<file path="config.mk">
export PLATFORM = sky130hd
export DESIGN_NAME = aes1_job_master_flat
export DESIGN_NICKNAME = d
export VERILOG_FILES = /design/src/rtl/aes1_job_master_if.sv /design/src/rtl/aes1_job_master.sv /design/src/flat_wrapper.sv
export SDC_FILE = /design/constraint.sdc
export NUM_CORES = 1
export LEC_CHECK = 0
export ABC_CLOCK_PERIOD_IN_PS = 4700
export BUFFER_PORTS_ARGS = -buffer_cell sky130_fd_sc_hd__buf_2
export CAP_MARGIN = 15
export CORE_MARGIN = 3
export CORE_UTILIZATION = 30
export CTS_BUF_LIST = sky130_fd_sc_hd__clkbuf_16
export CTS_CLUSTER_DIAMETER = 50
export DETAILED_ROUTE_END_ITERATION = 12
export HOLD_SLACK_MARGIN = 0.12
export PLACE_DENSITY_LB_ADDON = 0.12
export SYNTH_ARGS = -nofsm -noshare
export SYNTH_HDL_FRONTEND = slang
export SYNTH_SLANG_ARGS = --single-unit
</file>
<file path="constraint.sdc">
create_clock -name clk_i -period 4.7 [get_ports clk_i]
set_input_delay 0 -clock clk_i [delete_from_list [all_inputs] [get_ports clk_i]]
set_output_delay 0 -clock clk_i [all_outputs]
set_load 0.05 [all_outputs]
</file>
<file path="src/rtl/aes1_job_master_if.sv">
// Register-bus bundle between the AES job master and the AES register block.
// One outstanding access; request fields hold until grant, reads return later.
interface aes1_job_master_if;
    logic        bus_req_o;
    logic        bus_gnt_i;
    logic        bus_we_o;
    logic [63:0] bus_addr_o;
    logic [63:0] bus_wdata_o;
    logic        bus_rvalid_i;
    logic [63:0] bus_rdata_i;

    modport master (
        output bus_req_o,
        output bus_we_o,
        output bus_addr_o,
        output bus_wdata_o,
        input  bus_gnt_i,
        input  bus_rvalid_i,
        input  bus_rdata_i
    );

    modport slave (
        input  bus_req_o,
        input  bus_we_o,
        input  bus_addr_o,
        input  bus_wdata_o,
        output bus_gnt_i,
        output bus_rvalid_i,
        output bus_rdata_i
    );
endinterface

</file>
<file path="src/rtl/aes1_job_master.sv">
// Drives one AES job (key, mode, block) through the AES register block and returns the result.
// Optional AES1_JOB_MASTER_KEYCACHE_EN skips key load/expansion when the key is unchanged.
module aes1_job_master #(
    parameter logic [63:0] BASE_ADDR     = 64'h0,
    parameter int unsigned POLL_LIMIT    = 4096,
    parameter int unsigned SETTLE_CYCLES = 4
) (
    input  logic              clk_i,
    input  logic              rst_ni,
    input  logic              job_valid_i,
    output logic              job_ready_o,
    input  logic [255:0]      job_key_i,
    input  logic              job_keylen_i,
    input  logic [1:0]        job_keysel_i,
    input  logic              job_encdec_i,
    input  logic [127:0]      job_block_i,
    output logic              res_valid_o,
    input  logic              res_ready_i,
    output logic [127:0]      res_data_o,
    output logic              res_err_o,
    aes1_job_master_if.master bus
);

    typedef enum logic [3:0] {
        S_IDLE, S_WR_KEYSEL, S_WR_KEYLEN, S_WR_KEY,
        S_WR_ENCDEC, S_WR_BLOCK, S_INIT_SET, S_INIT_CLR,
        S_SETTLE_R, S_POLL_RDY, S_NEXT_SET, S_NEXT_CLR,
        S_SETTLE_V, S_POLL_VLD, S_RD_RES, S_DONE
    } state_e;

    state_e         state_q, state_d;
    logic [2:0]     idx_q, idx_d;
    logic [31:0]    settle_q, settle_d;
    logic [31:0]    poll_q, poll_d;
    logic           wait_q, wait_d;
    logic [255:0]   key_q, key_d;
    logic           keylen_q, keylen_d;
    logic [1:0]     keysel_q, keysel_d;
    logic           encdec_q, encdec_d;
    logic [127:0]   block_q, block_d;
    logic [127:0]   res_q, res_d;
    logic           err_q, err_d;
`ifdef AES1_JOB_MASTER_KEYCACHE_EN
    logic           hit_q, hit_d;
    logic           cvld_q, cvld_d;
    logic [255:0]   ckey_q, ckey_d;
    logic           clen_q, clen_d;
    logic [1:0]     csel_q, csel_d;
`endif

    logic        req;
    logic        we;
    logic [11:0] off;
    logic [31:0] wd;
    logic        gnt;
    logic        rd_done;
    logic        unused_rdata;

    assign unused_rdata = ^bus.bus_rdata_i[63:32];

    // Request fields decode purely from registered state, so they hold until grant.
    always_comb begin
        req = 1'b0;
        we  = 1'b0;
        off = 12'h000;
        wd  = 32'h0;
        unique case (state_q)
            S_WR_KEYSEL: begin
                req = 1'b1; we = 1'b1; off = 12'h070;
                wd  = {30'd0, keysel_q};
            end
            S_WR_KEYLEN: begin
                req = 1'b1; we = 1'b1;
                off = 12'h058 + {7'd0, keysel_q, 3'd0};
                wd  = {31'd0, keylen_q};
            end
            S_WR_KEY: begin
                req = 1'b1; we = 1'b1;
                off = 12'h080 + {3'd0, keysel_q, 7'd0} + {6'd0, idx_q, 3'd0};
                wd  = key_q[{idx_q, 5'd0} +: 32];
            end
            S_WR_ENCDEC: begin
                req = 1'b1; we = 1'b1; off = 12'h050;
                wd  = {31'd0, encdec_q};
            end
            S_WR_BLOCK: begin
                req = 1'b1; we = 1'b1;
                off = 12'h200 + {7'd0, idx_q[1:0], 3'd0};
                wd  = block_q[{idx_q[1:0], 5'd0} +: 32];
            end
            S_INIT_SET: begin req = 1'b1; we = 1'b1; off = 12'h040; wd = 32'd1; end
            S_INIT_CLR: begin req = 1'b1; we = 1'b1; off = 12'h040; end
            S_NEXT_SET: begin req = 1'b1; we = 1'b1; off = 12'h040; wd = 32'd2; end
            S_NEXT_CLR: begin req = 1'b1; we = 1'b1; off = 12'h040; end
            S_POLL_RDY, S_POLL_VLD: begin req = !wait_q; off = 12'h048; end
            S_RD_RES: begin
                req = !wait_q;
                off = 12'h280 + {7'd0, idx_q[1:0], 3'd0};
            end
            default: ;
        endcase
    end

    assign bus.bus_req_o   = req;
    assign bus.bus_we_o    = req & we;
    assign bus.bus_addr_o  = req ? BASE_ADDR + {52'd0, off} : 64'h0;
    assign bus.bus_wdata_o = (req & we) ? {32'd0, wd} : 64'h0;

    assign gnt     = req & bus.bus_gnt_i;
    assign rd_done = wait_q & bus.bus_rvalid_i;

    always_comb begin
        state_d  = state_q;
        idx_d    = idx_q;
        settle_d = settle_q;
        poll_d   = poll_q;
        wait_d   = wait_q;
        key_d    = key_q;
        keylen_d = keylen_q;
        keysel_d = keysel_q;
        encdec_d = encdec_q;
        block_d  = block_q;
        res_d    = res_q;
        err_d    = err_q;
`ifdef AES1_JOB_MASTER_KEYCACHE_EN
        hit_d    = hit_q;
        cvld_d   = cvld_q;
        ckey_d   = ckey_q;
        clen_d   = clen_q;
        csel_d   = csel_q;
`endif
        unique case (state_q)
            S_IDLE: if (job_valid_i) begin
                key_d    = job_key_i;
                keylen_d = job_keylen_i;
                keysel_d = job_keysel_i;
                encdec_d = job_encdec_i;
                block_d  = job_block_i;
                res_d    = '0;
                err_d    = 1'b0;
                idx_d    = '0;
                poll_d   = '0;
                wait_d   = 1'b0;
                state_d  = S_WR_KEYSEL;
`ifdef AES1_JOB_MASTER_KEYCACHE_EN
                hit_d = cvld_q && job_key_i == ckey_q &&
                        job_keylen_i == clen_q && job_keysel_i == csel_q;
                if (hit_d) state_d = S_WR_ENCDEC;
                else cvld_d = 1'b0;
`endif
            end
            S_WR_KEYSEL: if (gnt) state_d = S_WR_KEYLEN;
            S_WR_KEYLEN: if (gnt) begin state_d = S_WR_KEY; idx_d = '0; end
            S_WR_KEY: if (gnt) begin
                idx_d = idx_q + 3'd1;
                if (idx_q == 3'd7) state_d = S_WR_ENCDEC;
            end
            S_WR_ENCDEC: if (gnt) begin state_d = S_WR_BLOCK; idx_d = '0; end
            S_WR_BLOCK: if (gnt) begin
                idx_d = idx_q + 3'd1;
                if (idx_q == 3'd3) begin
                    idx_d   = '0;
                    state_d = S_INIT_SET;
`ifdef AES1_JOB_MASTER_KEYCACHE_EN
                    if (hit_q) state_d = S_NEXT_SET;
`endif
                end
            end
            S_INIT_SET: if (gnt) state_d = S_INIT_CLR;
            S_INIT_CLR: if (gnt) begin
                settle_d = '0;
                poll_d   = '0;
                state_d  = (SETTLE_CYCLES == 0) ? S_POLL_RDY : S_SETTLE_R;
            end
            S_SETTLE_R: begin
                settle_d = settle_q + 32'd1;
                if (settle_q == SETTLE_CYCLES - 1) state_d = S_POLL_RDY;
            end
            S_NEXT_SET: if (gnt) state_d = S_NEXT_CLR;
            S_NEXT_CLR: if (gnt) begin
                settle_d = '0;
                poll_d   = '0;
                state_d  = (SETTLE_CYCLES == 0) ? S_POLL_VLD : S_SETTLE_V;
            end
            S_SETTLE_V: begin
                settle_d = settle_q + 32'd1;
                if (settle_q == SETTLE_CYCLES - 1) state_d = S_POLL_VLD;
            end
            S_POLL_RDY, S_POLL_VLD: begin
                if (gnt) wait_d = 1'b1;
                if (rd_done) begin
                    wait_d = 1'b0;
                    if (state_q == S_POLL_RDY && bus.bus_rdata_i[0]) begin
                        state_d = S_NEXT_SET;
`ifdef AES1_JOB_MASTER_KEYCACHE_EN
                        cvld_d = 1'b1;
                        ckey_d = key_q;
                        clen_d = keylen_q;
                        csel_d = keysel_q;
`endif
                    end else if (state_q == S_POLL_VLD && bus.bus_rdata_i[1]) begin
                        state_d = S_RD_RES;
                        idx_d   = '0;
                    end else if (poll_q + 32'd1 == POLL_LIMIT) begin
                        state_d = S_DONE;
                        err_d   = 1'b1;
                        res_d   = '0;
`ifdef AES1_JOB_MASTER_KEYCACHE_EN
                        cvld_d = 1'b0;
`endif
                    end else begin
                        poll_d = poll_q + 32'd1;
                    end
                end
            end
            S_RD_RES: begin
                if (gnt) wait_d = 1'b1;
                if (rd_done) begin
                    wait_d = 1'b0;
                    res_d[{idx_q[1:0], 5'd0} +: 32] = bus.bus_rdata_i[31:0];
                    idx_d = idx_q + 3'd1;
                    if (idx_q == 3'd3) state_d = S_DONE;
                end
            end
            S_DONE: if (res_ready_i) state_d = S_IDLE;
            default: state_d = S_IDLE;
        endcase
    end

    always_ff @(posedge clk_i or negedge rst_ni) begin
        if (!rst_ni) begin
            state_q  <= S_IDLE;
            idx_q    <= '0;
            settle_q <= '0;
            poll_q   <= '0;
            wait_q   <= 1'b0;
            key_q    <= '0;
            keylen_q <= 1'b0;
            keysel_q <= '0;
            encdec_q <= 1'b0;
            block_q  <= '0;
            res_q    <= '0;
            err_q    <= 1'b0;
`ifdef AES1_JOB_MASTER_KEYCACHE_EN
            hit_q    <= 1'b0;
            cvld_q   <= 1'b0;
            ckey_q   <= '0;
            clen_q   <= 1'b0;
            csel_q   <= '0;
`endif
        end else begin
            state_q  <= state_d;
            idx_q    <= idx_d;
            settle_q <= settle_d;
            poll_q   <= poll_d;
            wait_q   <= wait_d;
            key_q    <= key_d;
            keylen_q <= keylen_d;
            keysel_q <= keysel_d;
            encdec_q <= encdec_d;
            block_q  <= block_d;
            res_q    <= res_d;
            err_q    <= err_d;
`ifdef AES1_JOB_MASTER_KEYCACHE_EN
            hit_q    <= hit_d;
            cvld_q   <= cvld_d;
            ckey_q   <= ckey_d;
            clen_q   <= clen_d;
            csel_q   <= csel_d;
`endif
        end
    end

    assign job_ready_o = (state_q == S_IDLE);
    assign res_valid_o = (state_q == S_DONE);
    assign res_data_o  = res_q;
    assign res_err_o   = err_q;

endmodule
</file>
<file path="src/flat_wrapper.sv">
// flat-port wrapper written by rule: the top's interface ports become plain ports
module aes1_job_master_flat 
#(
    parameter logic [63:0] BASE_ADDR     = 64'h0,
    parameter int unsigned POLL_LIMIT    = 4096,
    parameter int unsigned SETTLE_CYCLES = 4
)
  (clk_i, rst_ni, job_valid_i, job_ready_o, job_key_i, job_keylen_i, job_keysel_i, job_encdec_i, job_block_i, res_valid_o, res_ready_i, res_data_o, res_err_o, bus_bus_req_o, bus_bus_we_o, bus_bus_addr_o, bus_bus_wdata_o, bus_bus_gnt_i, bus_bus_rvalid_i, bus_bus_rdata_i);
  aes1_job_master_if bus_i ();
  input  logic clk_i;
  input  logic rst_ni;
  input  logic job_valid_i;
  output logic job_ready_o;
  input  logic [255:0] job_key_i;
  input  logic job_keylen_i;
  input  logic [1:0] job_keysel_i;
  input  logic job_encdec_i;
  input  logic [127:0] job_block_i;
  output logic res_valid_o;
  input  logic res_ready_i;
  output logic [127:0] res_data_o;
  output logic res_err_o;
  output wire logic [$bits(bus_i.bus_req_o)-1:0] bus_bus_req_o;
  output wire logic [$bits(bus_i.bus_we_o)-1:0] bus_bus_we_o;
  output wire logic [$bits(bus_i.bus_addr_o)-1:0] bus_bus_addr_o;
  output wire logic [$bits(bus_i.bus_wdata_o)-1:0] bus_bus_wdata_o;
  input wire logic [$bits(bus_i.bus_gnt_i)-1:0] bus_bus_gnt_i;
  input wire logic [$bits(bus_i.bus_rvalid_i)-1:0] bus_bus_rvalid_i;
  input wire logic [$bits(bus_i.bus_rdata_i)-1:0] bus_bus_rdata_i;
  assign bus_bus_req_o = bus_i.bus_req_o;
  assign bus_bus_we_o = bus_i.bus_we_o;
  assign bus_bus_addr_o = bus_i.bus_addr_o;
  assign bus_bus_wdata_o = bus_i.bus_wdata_o;
  assign bus_i.bus_gnt_i = bus_bus_gnt_i;
  assign bus_i.bus_rvalid_i = bus_bus_rvalid_i;
  assign bus_i.bus_rdata_i = bus_bus_rdata_i;
  aes1_job_master #(.BASE_ADDR(BASE_ADDR), .POLL_LIMIT(POLL_LIMIT), .SETTLE_CYCLES(SETTLE_CYCLES)) u_core (.clk_i(clk_i), .rst_ni(rst_ni), .job_valid_i(job_valid_i), .job_ready_o(job_ready_o), .job_key_i(job_key_i), .job_keylen_i(job_keylen_i), .job_keysel_i(job_keysel_i), .job_encdec_i(job_encdec_i), .job_block_i(job_block_i), .res_valid_o(res_valid_o), .res_ready_i(res_ready_i), .res_data_o(res_data_o), .res_err_o(res_err_o), .bus(bus_i));
endmodule
</file>
==> impl.org, run 1 <==
** Clock tree
- TritonCTS created 90 clock buffers.
- Clock latency of the later-clocked register in the worst-skew pair :: 0.65 ns
- Register clock-pin slew on the reported worst setup and hold paths :: approximately 0.050 ns
- Number of buffers on the longest clock path :: 3
- Once the clock tree was built, the setup fixing pass inserted 0 buffers.
- Clock tree from TritonCTS :: yes
- Clock tree synthesis found a total of 589 sinks.
- The cell sitting at the root of the clock tree is a clkbuf_16.
- H-tree lvl count :: 3

** Timing
- The clock arrives with 0.02463 ns of skew.
- Summed over all failing endpoints, the final setup total negative slack is 0 ns.
- Dividing the final minimum period by the clock period gives 0.8577.
- Setup repair after global routing left no endpoint under its margin.
- The routed design could run at a clock period as short as about 4.0 ns.
- Hold Fails Final Rpt :: 0
- Number of setup violations in the final report :: 0
- The final count of pins violating max slew is 0.
- For the pin with the worst max-slew slack, the measured transition is about 1.1 ns.
- Timing would allow up to 248.1 MHz.
- Measured against its own limit, the worst slew margin works out to 0.2303.

** Global routing
- The number of global-route vias before repair was ~24000.
- Pin count of the biggest net entering global routing :: between 100 and 150
- The first global-routing pass estimated 146400 um of wire.
- In the global route stage, overall resource usage came out at 0.2002.
- The initial antenna violation count is 25.
- Total grt overflow :: 0

** Setup path
- Largest fanout of any net on the critical path :: 32
- Crit Reg-Reg Startpoint :: u_core.poll_q[0]
- Launching instance or port of the critical path :: u_core.poll_q[0]
- The critical path is of the flip-flop to flip-flop type.
- Endpoint kind of the worst setup timing path :: flip-flop
- STA classifies the critical path startpoint as a flip-flop.
- Endpoint required time on the critical path :: 5.22 ns
- At the worst endpoint, the arrival time is ~4.6 ns.

** Yosys
- After synthesis, the share of flip-flops with an asynchronous set or reset is 1.000.
- In the synthesized netlist the dominant register cell turns out to be dfrtp_1.
- Synthesized instance count :: just over 2000
- Post-synthesis sequential area ratio :: 0.5357
- Yosys printed 0 warnings.
- In the post-synthesis netlist, the cell with the most instances is dfrtp_1.
- Share of the synthesized area in compound gates (AO/OA/AOI/OAI) :: 0.08563
- EDFF count, synth :: 0
- Share of synthesized cell area in full adder, half adder and majority cells :: 0.005457
- The share of synthesized area in the top cell type comes to 0.5357.
- Of the total synthesized cell area, the portion taken by XOR and XNOR cells is 0.01210.
- Number of synthesized register bits :: 589
- Averaged over all synthesized cells, the footprint is 13.32 um2.
- The netlist uses 73 different library cells.
- Post-synthesis instance area :: 27520 um2
- Largest family of logic cells by synthesized area :: multiplexers
- Yosys top cell by area :: dfrtp_1
- Top cells by area in the synthesized netlist :: dfrtp_1 54%, mux2_2 16%, mux4_2 7.9%
- Most instantiated cells after synthesis :: 589 x dfrtp_1, 386 x mux2_2, 128 x a22o_1
- Multiplexer area fraction after synthesis :: 0.2508
- Share of synthesized cell area in and, or, nand and nor gates :: 0.05993

** Placement
- Final weighted congestion of routability-driven global placement :: 0.8219
- Buffers placed on the I/O ports in this run total between 500 and 600.
- Final HPWL DP :: approximately 66000 um

** Power
- The completed layout was analyzed and its total power is 23.24 mW.
- IR Drop Worst-Case VDD :: 0.3212 mV
- Reported leakage power :: 19.15 nW
- Power per unit of standard cell area :: 553.4 nW/um2

** Routing
- Dividing the detail-routed via count by the number of cells gives 4.814.
- # DRC :: 0
- Routed wirelength normalized by instance count :: between 20 and 25 um
- Detailed Route WL :: 96700 um
- Once detail routing completed, the nets flagged for antenna violations numbered 0.
- For this run, the detailed router's first-pass iteration total came to 5.
- The final route contains roughly 22000 vias.
- Detailed router's first-iteration violation count :: between 1000 and 1500

** Status
- Status :: finished clean

** Final layout
- Number of nets in the finished design :: slightly below 4000
- Fraction of final layout cells with drive strength greater than 1 :: 0.3701
- Synthesis-to-layout area growth :: 52.65%

** Hold path
- HP Class :: input pin to async pin

** Floorplanning
- The die is 308.9 um wide.
- Row generation in the floorplan step produced 110 rows.
- Placeable core area :: 90420 um2
- Die area :: approximately 95000 um2
- In this run the count of I/O pins placed on the die edge is 719.
- The initial utilization of the core area, before any placement, comes to 0.3043.
- Die Y-Extent :: 308.9 um

** Flow run
- Count of max-cap constraint violations :: 0
-- what timing repair did --
action / 4_1_cts / 5_1_grt
gates resized for setup: 0 / 0
endpoints found under the setup margin: 0 / 0
hold endpoints to repair: 665 / 1
hold buffers: 747 / 1
-- cells by family after synthesis --
family / Yosys count
flops: 589
simple gates: 325
compound gates: 327
buf+inv: 252
fa+ha+maj: 12
mux: 521
other cells: 1
xor+xnor: 38
-- power by group --
part | switching (mW) | total [mW] | internal (mW)
clock network | 2.63 | 6.64 | 4.01
logic | 4.39 | 8.38 | 3.99
registers | 1.25 | 8.22 | 6.97
total | 8.27 | 23.2 | 15.0
-- flip-flops by register name, indices dropped and copies added (netlist names) --
name	flops
u_core.encdec_q	1
u_core.keylen_q	1
u_core.wait_q	1
u_core.res_err_o	1
u_core.settle_q	32
u_core.state_q	4
u_core.poll_q	32
u_core.res_data_o	128
u_core.idx_q	3
u_core.keysel_q	2
u_core.key_q	256
u_core.block_q	128
-- final timing paths --
check | endpoint | slack, ns | depth (start not counted)
max | u_core.res_data_o[23] | 0.67 | 10
min | u_core.res_data_o[118] | 0.16 | 3
max reg2reg | u_core.res_data_o[23] | 0.67 | 10
min reg2reg | u_core.res_data_o[115] | 0.49 | 1
max in group asynchronous | u_core.idx_q[1] | 3.88 | 3
min in group clk_i | u_core.block_q[5] | 0.16 | 3
-- metal layers --
| metal | GRT usage | wire length, um |
|---|---|---|
| met1 | 0.2416 | 38380 |
| met2 | 0.3457 | 48580 |
| met3 | 0.04834 | 6032 |
| met4 | 0.07792 | 3669 |
| met5 | 0 | 40 |
-- critical path: stages (launching register included) --
cell and delay, ns:
dfrtp_1 0.42, ha_1 0.32, and4_1 0.41, nand4_1 0.41
or3_1 0.54, mux2i_1 0.15, nor3_1 0.42, nand4_4 0.19
nand2_4 0.19, nand3b_4 0.45, a22o_1 0.37
-- metrics by stage --
stage / hold slack, ns / worst slack [ns] / area (um2) / cells / utilization
6_report: 0.1576 / 0.6687 / 42000 / 4665 / 0.4645
5_1_grt: 0.1240 / 0.4452 / 41990 / 4659 / 0.4643
4_1_cts: 0.1204 / 0.7162 / 41890 / 4642 / 0.4633
3_5_place_dp: 0.1871 / 0.7249 / 31430 / 3730 / 0.3476
3_3_place_gp: 0.1784 / 0.7983 / 31430 / 3730 / 0.3476
2_1_floorplan: -0.2956 / 1.620 / 27850 / 2153 / -
-- cells in the final DEF, fill, tap and decap left out, types with 26 or more instances in the layout --
master / synthesis / layout
buf_2: 16 / 596
conb_1: 1 / 89
dfrtp_1: 589 / 587
mux2i_1: 38 / 38
nand2_1: 95 / 95
clkbuf_16: 0 / 91
mux2_2: 386 / 386
nand3_1: 33 / 32
inv_1: 19 / 28
o21ai_0: 95 / 95
a21oi_1: 32 / 32
a22o_1: 128 / 128
mux4_2: 96 / 96
buf_4: 93 / 26
nor2_1: 81 / 79
dlygate4sd3_1: 0 / 747
-- cell type report --
class / count / area (um2)
fillers: 8122 / 48420
flip-flops and latches: 589 / 14750
multi-input cells: 1312 / 11760
repair buffers: 1382 / 10930
clock buffers: 91 / 2277
well taps: 1176 / 1471
clock inverters: 74 / 689.4
inverters: 21 / 78.83
diodes: 20 / 50.05
Note: power is estimated with default switching activity, not from simulation.
==> inputs of run 2 (changes only) <==
CORE_AREA = 3 3 280 282   (was default)
CORE_MARGIN = default   (was 3)
CORE_UTILIZATION = default   (was 30)
DIE_AREA = 0 0 283 285   (was default)
HOLD_SLACK_MARGIN = default   (was 0.12)
PLACE_DENSITY_LB_ADDON = 0.3   (was 0.12)
==> run 2 against run 1 <==
Sequential cell count did not move. Die area is 15% lower. Power decreased by 3.9%. Critical path depth stayed put. Highest routed layer unchanged. Clock skew grew 0.012 ns. Non-clock buffer count decreased by 327. Sequential power rose by 1%. Register-to-register slack gained 0.18 ns. Global-route usage rose by 1.4 points. Clock-buffer cell count decreased by 12. Final area down 9.0%. Maximum frequency up 4.7%.
==> impl.org, run 2 (synthesized netlist as in run 1, its figures left out) <==
** Status
- The run finished with clean final reports.

** Setup path
- Kind of launch point of the worst setup path :: flip-flop
- The setup path with the least slack is of type flip-flop to flip-flop.
- Data arrives at the worst endpoint at 4.34 ns.
- Logic depth of the worst register-to-register path :: 10
- Data on the critical path is required at its endpoint by 5.19 ns.
- R2r setup slk :: 0.85 ns
- In this run the critical register-to-register path is captured at u_core.res_data_o[31].
- The worst setup path is captured at a flip-flop.
- Launching instance or port of the critical path :: u_core.poll_q[0]
- The startpoint identified for the worst register-to-register timing path is u_core.poll_q[0].
- Destination of the critical timing path :: u_core.res_data_o[31]
- In this run the worst path has a maximum fanout of 32.

** Timing
- The count of endpoints failing hold in the final timing report was 0.
- Max Clock Freq :: 259.7 MHz
- In this run the tightest slew margin relative to its limit is 0.2186.
- Number of setup violations in the final report :: 0
- At the pin with the least slew margin, the transition time is 1.167 ns.
- The final count of pins violating max slew was 0.
- Setup repair after global routing left no endpoint under its margin.
- The smallest clock period supported by the final layout is computed as around 3.9 ns.
- Final clock period utilization by the worst path :: 0.8194
- Worst clock skew :: 0.03639 ns
- Final-layout setup total negative slack :: 0 ns

** Routing
- Vias after detailed routing :: 21285
- Number of nets with antenna violations after routing :: 0
- Routed wirelength normalized by instance count :: 21.15 um
- Dividing the detail-routed via count by the number of cells gives 5.103.
- Summed over all layers, the routed wires come to 88230 um.
- First-pass DRT Iterations :: 5
- After detailed routing, the number of remaining DRC violations is 0.
- For this block, the initial DRC count from the detailed router was around 1300.

** Final layout
- The register with the most flip-flops in the layout has roughly 260 of them.
- The top cell types in the final layout, fill and taps aside, are 596 x buf_2, 587 x dfrtp_1, 425 x dlygate4sd3_1, 386 x mux2_2, 128 x a22o_1.
- Most common cell after layout, fill and taps aside :: buf_2
- From synthesis to final layout, the design area changed by 38.93%.
- Fraction of final layout cells with drive strength greater than 1 :: 0.4022
- More flip-flops sit in one register than any other, and that register is u_core.key_q.
- For this run, the share of the core covered by cells in the final layout is 0.5033.
- In the final design database the tool counted roughly 3500 nets.
- After the flow finishes, the layout carries non-filler instances totaling between 4000 and 5000.

** Floorplanning
- I/O pins :: 719
- Effective utilization at floorplan :: 0.3623
- Site Rows :: slightly above 100
- Die width :: around 280 um
- Measured along the y axis, the die boundary spans about 290 um.
- Placeable core area :: about 76000 um2
- The floorplan step defined a die boundary enclosing 80660 um2.

** Global routing
- Pin count of the biggest net entering global routing :: between 100 and 150
- The initial antenna violation count came to 19.
- The number of global-route vias before repair came to 23176.
- For this run, the total global-route usage over all layers was measured as 0.2146.
- The first global-routing pass estimated approximately 140000 um of wire.
- For this run the aggregate overflow at the end of global routing stands at 0.

** Placement
- Final weighted congestion of routability-driven global placement :: 0.8544
- Including well taps, the total number of placed cells is 3581.
- Final HPWL DP :: between 60000 and 70000 um
- In this run the tool buffered the top-level ports with 597 buffer cells.

** Clock tree
- Clock latency of the later-clocked register in the worst-skew pair :: 0.63 ns
- H-tree lvl count :: 3
- Clock-pin slew was measured on the worst setup and hold paths at 0.06 ns.
- Counting the buffers created by CTS gives 79.
- Number of buffers on the longest clock path :: 3
- Clock tree from TritonCTS :: yes
- Root buffer cell :: clkbuf_16
- For this design, the sink count on the clock tree is between 500 and 600.
- Post-CTS repair changed the size of 0 cells.

** Power
- The worst-case IR drop observed on VDD is 0.4428 mV.
- Dividing total power by cell area gives a power density of 584.4 nW/um2.
- Reported leakage power :: 17.65 nW
- Power, Total :: 22.34 mW

** Flow run
- Count of max-cap constraint violations :: 0

** Hold path
- HP Class :: input pin to async pin
run 2: repair_timing:
action,CTS,global route
endpoints found under the hold margin,620,0
setup buffers,0,0
hold buffers,425,0
run 2: area by class of cell:
type / count / area [um2]
Sequential cell: 589 / 14750
Inverter: 21 / 78.83
Timing Repair Buffer: 1055 / 7637
Fill cell: 6385 / 37720
Clock buffer: 79 / 1977
Tap cell: 1030 / 1289
Clock inverter: 67 / 691.9
Antenna cell: 18 / 45.04
Multi-Input combinational cell: 1312 / 11760
run 2: metrics by stage:
step           setup slack [ns]  area, um2  hold slack [ns]
2_1_floorplan             1.620      27850          -0.2956
3_3_place_gp             0.9578      31240           0.1214
3_5_place_dp             0.9011      31240           0.1244
4_1_cts                  0.6998      38160          0.05265
5_1_grt                  0.4747      38210          0.07671
6_report                 0.8489      38230          0.03379
run 2: power breakdown:
part / switching (mW) / internal [mW] / total [mW]
Clock: 2.44 / 3.57 / 6.01
Sequential: 1.36 / 6.97 / 8.33
Combinational: 4.29 / 3.71 / 8.00
Total: 8.08 / 14.3 / 22.3
run 2: per-layer routing:
layer | global-route usage | part of all wire | vias to the layer above | wire length, um
met5 | 0 | 0.000091 | - | 8
met4 | 0.08875 | 0.040 | 2 | 3564
met3 | 0.05420 | 0.071 | 201 | 6296
met2 | 0.3800 | 0.51 | 871 | 44780
met1 | 0.2474 | 0.38 | 10744 | 33580
li1 | - | - | 9467 | -
run 2: worst min-delay path by stage:
| stage | startpoint | to | depth (start not counted) |
|---|---|---|---|
| finish | rst_ni | u_core.res_data_o[78] | 2 |
| global route | rst_ni | u_core.res_data_o[78] | 2 |
| CTS | rst_ni | u_core.poll_q[20] | 2 |
| detailed placement | rst_ni | u_core.res_data_o[78] | 1 |
| global placement | rst_ni | u_core.res_data_o[83] | 1 |
| floorplan | rst_ni | u_core.block_q[0] | 0 |
run 2: worst max-delay path: stages (launching register included):
cell      delay (ns)
dfrtp_1         0.41
ha_1            0.32
and4_1          0.40
nand4_1         0.41
or3_1           0.55
mux2i_1         0.15
nor3_1          0.32
nand4_4         0.18
nand2_4         0.18
nand3b_4        0.41
a22o_1          0.34
==> inputs of run 3 (changes only) <==
ABC_AREA = 1   (was default)
ABC_CLOCK_PERIOD_IN_PS = 3320   (was 4700)
CORE_AREA = 3 3 282 284   (was 3 3 280 282)
DIE_AREA = 0 0 285 287   (was 0 0 283 285)
clock period = 3.32 ns   (was 4.7 ns; I/O delays follow)
==> run 3 against run 2 <==
The flow now finishes with violations (negative hold slack). Global-route usage grew 4.4 points. Power grew 46%. Clock-buffer cell count grew 4. Non-clock buffer count grew 49. Clock skew grew 0.016 ns. Area after synthesis grew 8.4%. Largest power group is now combinational cells. Critical path depth shrank 3. Combinational power grew 61%. Cell count grew 35%. Synthesized cell count grew 71%.
==> impl.org, run 3 <==
** Final layout
- Fraction of final layout cells with drive strength greater than 1 :: 0.2236
- Cell area after layout :: 40900 um2
- Reg with most FFs :: u_core.key_q
- Multi-input gate area :: 12590 um2
- Synthesis-to-layout area growth :: 37.11%
- The register with the most flip-flops in the layout has 256 of them.
- Commonest cells after routing, fill and taps aside :: 839 x nand2_1, 596 x buf_2, 587 x dfrtp_1, 439 x dlygate4sd3_1, 408 x o21ai_0
- Registers take 14750 um2.
- In the final design database the tool counted 4967 nets.
- Leaving out fill and tap cells, the most frequent cell in the layout is nand2_1.
- Number of fill cells in the layout :: 6987

** Yosys
- By area, the combinational part of the netlist is dominated by simple AND/OR/NAND/NOR gates.
- Yosys top cell by area :: dfrtp_1
- The most used flip-flop cell after synthesis is dfrtp_1.
- Share of the synthesized area in compound gates (AO/OA/AOI/OAI) :: 0.1265
- Multiplexer area fraction after synthesis :: 0.07286
- Share of synthesized cell area in and, or, nand and nor gates :: 0.1956
- After synthesis, the most frequently instantiated cells are 840 x nand2_1, 589 x dfrtp_1, 408 x o21ai_0.
- Post-synthesis sequential area ratio :: 0.4941
- Of the total synthesized cell area, the portion taken by XOR and XNOR cells is 0.009102.
- A synthesized cell averages about 8.4 um2.
- Number of synthesized register bits :: 589
- Post-synthesis instance area :: slightly below 30000 um2
- Ranked by total cell area, the synthesized netlist is headed by dfrtp_1 49%, nand2_1 11%, mux2_2 7.3%.
- Async set-reset flop share out of synthesis :: 1.000
- Of the total synthesized cell area, the portion taken by full adders, half adders and majority gates is 0.005034.
- In the synthesized netlist, the number of instances is approximately 3500.
- Counting distinct cell types in the post-synthesis netlist gives 46.
- Yosys mapped a number of flops with a built-in enable equal to 0.
- During synthesis, Yosys emitted a total of 0 warnings.
- Among all cell types in the netlist, the one instantiated most often is nand2_1.
- Of the post-synthesis cell area, the dominant cell type holds 0.4941.

** Setup path
- Data on the critical path arrives at its endpoint at ~3.2 ns.
- Data on the critical path is required at its endpoint by 3.32 ns.
- Highest-delay cell along the critical path :: dfrtp_4
- In this design, the stage delay of the slowest critical-path cell is 0.45 ns.
- Along the worst path, the maximum fanout reaches 107.
- CP Buf/Inv Count :: 3
- WS Path Type :: flip-flop to primary output
- Kind of launch point of the worst setup path :: flip-flop
- The critical path goes through buf_12 -> buf_16 -> a21oi_1 -> o21ai_0 -> nand2_1 -> a221o_1 -> buf_2.
- Critical path's top delay family :: buffers and inverters
- The worst setup path is captured at a primary output.

** Timing
- Final-layout setup total negative slack :: 0 ns
- The count of endpoints failing hold in the final timing report was 2.
- Time the worst path needs with I/O delays and setup :: approximately 3.2 ns
- Between clock sinks in the finished design, the worst skew comes to between 0.05 and 0.06 ns.
- Dividing the final minimum period by the clock period gives 0.9611.
- The worst pin sits at a relative slew slack of 0.3589.
- Setup violations remaining at the end of the flow were counted as 0.
- Pins over their slew limit :: 0
- Static timing analysis puts the maximum clock frequency at 313.4 MHz.
- Final Hold Slack :: -0.008208 ns
- For the pin with the worst max-slew slack, the measured transition is 0.9516 ns.
- Setup repair after global routing missed its margin :: no

** Floorplanning
- Placeable core area :: about 77000 um2
- After floorplanning, the core was divided into 102 placement rows.
- Die area :: 81800 um2
- a little over 700 I/O pins were placed.
- The floorplan step set the die width to 285 um.
- Effective utilization at floorplan :: 0.3857
- Die Y-Extent :: approximately 290 um

** Power
- The worst-case IR drop observed on VDD is between 0.6 and 0.7 mV.
- For this design the ratio of total power to cell area is around 800 nW/um2.
- Summed over all cells, the static leakage comes to around 20 nW.

** Clock tree
- Clock-pin slew was measured on the worst setup and hold paths at 0.05 ns.
- No sink is reached through more buffers than the 3 on the longest clock path.
- Post-CTS timing repair inserted 0 buffers for setup.
- The cell sitting at the root of the clock tree is a clkbuf_16.
- TritonCTS built the clock tree.
- H-tree lvl count :: 3
- TritonCTS sink count :: 589
- For the worst-skew pair, the clock arrives at the later sink with an insertion delay of 0.63 ns.
- Total clock buffers created by CTS :: between 80 and 90

** Routing
- The first detailed-routing pass ran for 8 iterations.
- In this run, the number of DRC markers left after iteration 0 of detailed routing was between 2000 and 2500.
- Number of nets with antenna violations after routing :: 0
- For this run, design rule violations remaining after detail routing come to 0.
- The detailed router put a total of 43350 um of wire on met1.
- After detailed routing, the met2 layer carries 52560 um of wire.
- Detailed Route WL :: between 100000 and 150000 um
- Vias after detailed routing :: between 20000 and 30000
- In the routed layout, each cell is associated on average with a via count of 5.112.
- Met3 Routed Length :: 7067 um
- Routed wirelength normalized by instance count :: between 15 and 20 um
- The highest metal layer carrying signal wires in the routed design is met5.

** Global routing
- Entering global routing, the biggest net connects 113 pins.
- In the global route stage, overall resource usage came out at 0.2585.
- The first global-routing pass estimated 166500 um of wire.
- After global routing the overflow that remains totals 0.
- Initial antenna violation count :: 14
- Vias in the first global route :: 28856

** Status
- Violated checks :: negative hold slack
- Status :: complete, but fails checks

** Placement
- Final HPWL DP :: 72420 um
- Port buffering added 597 buffers.
- Routability-driven placement finished with a final weighted congestion of approximately 0.93.
- Instance area after placement :: 33690 um2

** Hold path
- HP Class :: input pin to async pin

** Flow run
- The tool flagged a number of max-cap violations equal to 0.
-- run 3: layer usage --
layer,global-route usage,up-vias
met1,0.3169,13708
met3,0.04711,291
met4,0.1323,4
li1,-,13483
met2,0.4371,1217
met5,0,-
-- run 3: repair_timing --
action | CTS | global route
hold endpoints to repair | 791 | 0
resized for setup | 0 | 5
hold buffers | 439 | 0
endpoints found under the setup margin | 0 | 34
-- run 3: worst paths after layout --
check | end | slack (ns) | cells past startpoint | start
hold reg to reg | u_core.res_data_o[107] | 0.46 | 2 | u_core.res_data_o[107]
setup / recovery | bus_bus_wdata_o[29] | 0.13 | 7 | u_core.idx_q[0]
hold / removal | u_core.key_q[129] | -0.008 | 2 | rst_ni
max in group asynchronous | u_core.block_q[74] | 2.30 | 3 | rst_ni
min in group clk_i | u_core.key_q[181] | 0.12 | 4 | job_key_i[181]
setup reg to reg | u_core.state_q[2] | 0.25 | 12 | u_core.settle_q[0]
-- run 3: layout make-up --
cell class	count	area share
Inverter	324	0.02992
Tap cell	1040	0.03182
Clock inverter	65	0.01579
Multi-Input combinational cell	2396	0.3078
Sequential cell	589	0.3606
Clock buffer	83	0.05079
Timing Repair Buffer	1104	0.2024
Antenna cell	14	0.0008566
-- run 3: kinds of logic after synthesis --
group                    count (synthesis)
other                                    1
buffers and inverters                  636
flip-flops                             589
adder cells (fa/ha/maj)                 12
multiplexers                           193
AO/OA/AOI/OAI                          705
XOR/XNOR                                31
AND/OR/NAND/NOR                       1366
-- run 3: power breakdown --
part	switching, mW	leakage [nW]	internal, mW
clock network	3.49	1.33	5.23
registers	1.24	7.47	9.82
logic	8.38	10.9	4.52
-- run 3: metrics by stage --
step	setup WS [ns]	util	cells	power (mW)	hold WS, ns
after floorplan	0.4866	-	3621	19.38	-0.2956
after global placement	0.3721	0.4356	5013	22.95	0.08690
after detailed placement	0.3203	0.4356	5013	23.21	0.09182
after CTS	0.1057	0.5277	5600	32.57	0.01380
after global routing	0.001656	0.5287	5612	34.59	0.02026
final	0.1292	0.5288	5615	32.67	-0.008208
